[config.mk]
export PLATFORM = sky130hd
export DESIGN_NAME = register_file
export DESIGN_NICKNAME = d
export VERILOG_FILES = /design/src/rtl/register_file.sv
export SDC_FILE = /design/constraint.sdc
export NUM_CORES = 1
export LEC_CHECK = 0
export BUFFER_PORTS_ARGS = -buffer_cell sky130_fd_sc_hd__buf_2
export CAP_MARGIN = 20
export CORE_MARGIN = 5
export CORE_UTILIZATION = 40
export DETAILED_ROUTE_END_ITERATION = 6
export PLACE_DENSITY = 0.57
export SYNTH_ARGS = -nofsm -noshare
export SYNTH_HDL_FRONTEND = slang
export SYNTH_SLANG_ARGS = --single-unit
[constraint.sdc]
create_clock -name clk -period 5.8 [get_ports clk]
set_input_delay 1.16 -clock clk [delete_from_list [all_inputs] [get_ports clk]]
set_output_delay 1.16 -clock clk [all_outputs]
set_load 0.01 [all_outputs]
[src/rtl/register_file.sv]
// register_file: eight 16-bit general-purpose registers (R0-R7) plus a 4-bit
// status register, feeding the function unit operands in the datapath.
//
// Ports:
//   clk        sole clock, state updates on rising edge
//   rst        asynchronous active-high reset, clears registers and status
//   RW         register write enable
//   DA         write address
//   D_in       write data
//   AA, BA     read addresses for operand ports A and B
//   A_data     R[AA], combinational
//   B_data     R[BA], combinational
//   FL         flag load enable
//   V_in, C_in, N_in, Z_in   flags from the function unit
//   status     latched flags {V,C,N,Z}
//   disp_addr  display read address
//   disp_data  R[disp_addr], combinational
module register_file (
  input  logic        clk,
  input  logic        rst,
  input  logic        RW,
  input  logic [2:0]  DA,
  input  logic [15:0] D_in,
  input  logic [2:0]  AA,
  input  logic [2:0]  BA,
  output logic [15:0] A_data,
  output logic [15:0] B_data,
  input  logic        FL,
  input  logic        V_in,
  input  logic        C_in,
  input  logic        N_in,
  input  logic        Z_in,
  output logic [3:0]  status,
  input  logic [2:0]  disp_addr,
  output logic [15:0] disp_data
);

  logic [15:0] regs [8];

  // Write port and flag register share the edge but are otherwise independent.
  always_ff @(posedge clk or posedge rst) begin
    if (rst) begin
      for (int i = 0; i < 8; i++) begin
        regs[i] <= 16'h0000;
      end
      status <= 4'b0000;
    end else begin
      if (RW) begin
        regs[DA] <= D_in;
      end
      if (FL) begin
        status <= {V_in, C_in, N_in, Z_in};
      end
    end
  end

  // Reads come straight from storage; no bypass of the data being written.
  assign A_data    = regs[AA];
  assign B_data    = regs[BA];
  assign disp_data = regs[disp_addr];

endmodule

Word-level counts from Yosys, hierarchy flattened
Index checks and enable logic that the tools add are counted.

cells by class
  order comparisons = 5
  reductions and logical operators = 1
  bitwise gates (word level) = 4
  mux-type cells = 12

operators with widths
  kind                  count
  $bmux W16 S3          3
  $bwmux W128           1
  $mux W16              7
  $demux W16 S3         1
  $ge A4 B4 Y1 const B  4
  $not A3 Y4            4
  $lt A4 B1 Y1 const B  1
  $logic_and A1 B1 Y1   1

storage, ports and cells
  register bits after elaboration = 132
  bits of input ports = 36
  word-level logic and storage cells = 31

Depth between registers and ports, before layout
  word-level depth = 6
  depth in mapped cells = 5

Worst setup path before layout
Ideal clock, no wire load.

  path kind = input port to output port
  start = input AA[1]
  end = output A_data[0]
  setup slack = 2,377 ps
  arrival time = 2,263 ps
  stages = 5
  buffers on the path = 3
  cell sequence = buf_2 buf_6 buf_2 mux4_2 mux2_2

between the ends
  word-level cells in the longest chain between the ends = 4

RTL lines
  item                                          line  source
  start: declaration                            24    input logic [2:0] AA,
  $not A3 Y4 (not written as such)              58    assign A_data = regs[AA];
  $bmux W16 S3                                  58
  $mux W16 (not written as such) (2 in series)  58
  end: declaration                              26    output logic [15:0] A_data,

No other way between the ends. The select of a mux whose other input is x is not followed.

Final worst setup path
  start = input BA[2]
  end = output B_data[0]

between the ends
  word-level cells in the longest chain between the ends = 4

RTL lines
  item                                          line  source
  start: declaration                            25    input logic [2:0] BA,
  $not A3 Y4 (not written as such)              59    assign B_data = regs[BA];
  $bmux W16 S3                                  59
  $mux W16 (not written as such) (2 in series)  59
  end: declaration                              27    output logic [15:0] B_data,

No other way between the ends. The select of a mux whose other input is x is not followed.

==> results.py <==
metrics = {
    "run_status": {
        "status": "completed",
    },
    "critical_path": {
        "r2r_start": "regs[114]",
        "r2r_end": "regs[114]",
        "worst_ep_required_time_ps": 4640,
        "path_max_fanout": 23,
        "cpMostUsedCell": "buf_2",
        "end_kind": "output pin",
        "r2r_slack_ps": 4970,
        "slowest_delay_ps": 580,
        "crit_buf_inv": 3,
        "crit_arrival_ps": 3070,
        "start_kind": "primary input",
        "crit_chain": "buf_2 > buf_4 > mux4_1 > mux2_2 > buf_2",
        "critPathKind": "in2out",
        "r2r_cells": 1,
        "critical_path.top_delay_family": "buffers and inverters",
        "crit_path_top_delay_cell": "mux4_1",
    },
    "layout": {
        "final_cells": 811,
        "antenna_cells": 0,
        "drive_gt1_share_pct": 62.7,
        "final_cell_area_um2": 9250,
        "finish.utilization_pct": 45.8,
        "area_growth_pct": 12.9,
        "fin_nets": 565,
        "fill_cells": 1785,
    },
    "power_and_ir_drop": {
        "power.density_nw_per_um2": 349,
        "leakage_nw": 3.94,
        "irDropWorstVdd_mv": 0.179,
        "power.total_mw": 3.23,
    },
    "die": {
        "num_io_pins": 88,
        "fp.dieH_um": 153,
        "dieArea_um2": 23400,
        "die_x_um": 153,
        "placementRows": 52,
        "initial_core_util_pct": 40.6,
        "coreArea_um2": 20200,
    },
    "clock_tree": {
        "ctsHoldBuffers": 0,
        "cts.sinks": 132,
        "post_cts_buffers": 0,
        "cts_resized": 0,
        "clk_pin_slew_ps": 60,
        "cts_root_buffer": "clkbuf_16",
        "cts_tree": "done",
        "cts_buffers": 17,
        "cts_max_path_buffers": 2,
        "htree_levels": 4,
        "worstSkewPairLatency_ps": 410,
    },
    "drt": {
        "first_iter_violations": 371,
        "wirelength_um": 20700,
        "top_layer_used": "met4",
        "dr.pass1.iters": 5,
        "met2_length_um": 10400,
        "via_count": 4908,
        "wl_per_cell_um": 25.5,
        "drc": 0,
        "final_antenna_net_count": 0,
        "met3_length_um": 1100,
        "routed_via_density": 6.05,
        "met1Wirelength_um": 9040,
    },
    "synth": {
        "ys_warn_count": 0,
        "synth_xor_area_share_pct": 0,
        "synth_top_cell_by_area": "dfrtp_1",
        "yosys-top-cells-count": "mux2_2, dfrtp_1, mux4_1, mux4_2, buf_6",
        "synth_area_leaders": "dfrtp_1, mux2_2, mux4_1, mux4_2, buf_6",
        "synth_edf_count": 0,
        "synth.distinct_cells": 18,
        "synth_top_family_by_area": "multiplexers",
        "synth_compound_area_share_pct": 0,
        "synth_fa_ha_area_share_pct": 0,
        "synth_seq_cells": 132,
        "avgSynthCellArea_um2": 17.7,
        "seq_area_frac_synth_pct": 40.3,
        "yosys.area_share.simple_pct": 1.39,
        "synth_nets": 498,
        "synth_flop_cell": "dfrtp_1",
        "synthMuxAreaShare_pct": 53.9,
        "yosysTopAreaCellShare_pct": 40.3,
        "ys_async_sr_fraction_pct": 100,
        "synthesis.area_um2": 8190,
        "synthCells": 462,
        "synth_most_common_cell": "mux2_2",
    },
    "sta": {
        "rsz0062_at_grt": "false",
        "whs_ps": 503,
        "fin_ws_ps": 1570,
        "period_share_pct": 72.9,
        "timing.fmax_mhz": 236,
        "setup_viol": 0,
        "final-hold-violation-count": 0,
        "slew_headroom_pct": 30.9,
        "final.setup_skew_ps": 0,
        "worst_pin_slew_ps": 1040,
        "setup_tns_ps": 0,
        "period_needed_ps": 4230,
        "maxSlewViolCount": 0,
    },
    "placed_design": {
        "dp_cells": 780,
        "dpl_worst_slack_ps": 1550,
        "gp_congestion": 0.767,
        "place_area_um2": 8680,
        "dp.final_hpwl_um": 12700,
        "numPortBuffers": 87,
    },
    "hold_path": {
        "holdPathEnd": "status[2]",
        "hold_depth": 1,
        "hp-class": "reg2reg",
        "min_from": "status[2]",
    },
    "grt": {
        "antenna_found_initial": 0,
        "grt_usage_pct": 17.9,
        "overflow": 0,
        "grt_pass1_vias": 5258,
        "grt_pass1_wl_um": 32400,
        "grt_max_degree": 57,
    },
    "job": {
        "maxCapViolCount": 0,
    },
}
-- cells in the final DEF (no fill, tap or decap) --
cell type,n
buf_2,87
mux2_1,10
nand4_2,1
dfrtp_1,132
mux2_2,170
bufinv_16,2
inv_6,1
and4bb_2,1
nand4b_2,3
clkbuf_16,17
clkinvlp_4,7
mux4_1,59
inv_4,1
nor4b_4,1
clkinv_2,3
clkbuf_1,1
nor4bb_4,2
buf_4,6
mux4_2,37
-- layer usage --
metal  track usage (%)  vias up
met5                 0        -
met4              3.69        0
met3              4.10       12
met2              29.6      172
met1              24.3     2665
li1                  -     2059
-- cells by family (layout without fill, tap and decap cells) --
| family | Yosys count | count (layout) |
|---|---|---|
| buffers and inverters | 46 | 125 |
| multiplexers | 276 | 276 |
| flip-flops | 132 | 132 |
| AND/OR/NAND/NOR | 8 | 8 |
-- worst max-delay path by stage --
stage	startpoint	endpoint	slack, ps	cells after the start
3_3_place_gp	AA[0]	A_data[6]	1590	4
6_report	BA[2]	B_data[0]	1570	5
3_5_place_dp	AA[0]	A_data[6]	1550	4
4_1_cts	AA[0]	A_data[6]	1550	4
5_1_grt	AA[0]	A_data[4]	1480	4
2_1_floorplan	rst	regs[0]	1110	1
-- where the power goes --
| part | internal (mW) | switching [mW] |
|---|---|---|
| Clock | 0.628 | 0.406 |
| Combinational | 0.557 | 0.322 |
| Sequential | 1.12 | 0.196 |
-- flip-flops by register name, summed over array words and instances (netlist names) --
register	flops
status	4
regs	128
-- area by class of cell --
type                    instances  area [um^2]  share of cell area, %
repair buffers                 93          480                   5.20
inverters                       1         6.26                 0.0676
well taps                     270          338                   3.65
multi-input cells             284         4550                   49.2
flip-flops and latches        132         3300                   35.7
clock inverters                13          136                   1.47
clock buffers                  18          429                   4.64
(Power assumes the default switching activity.)
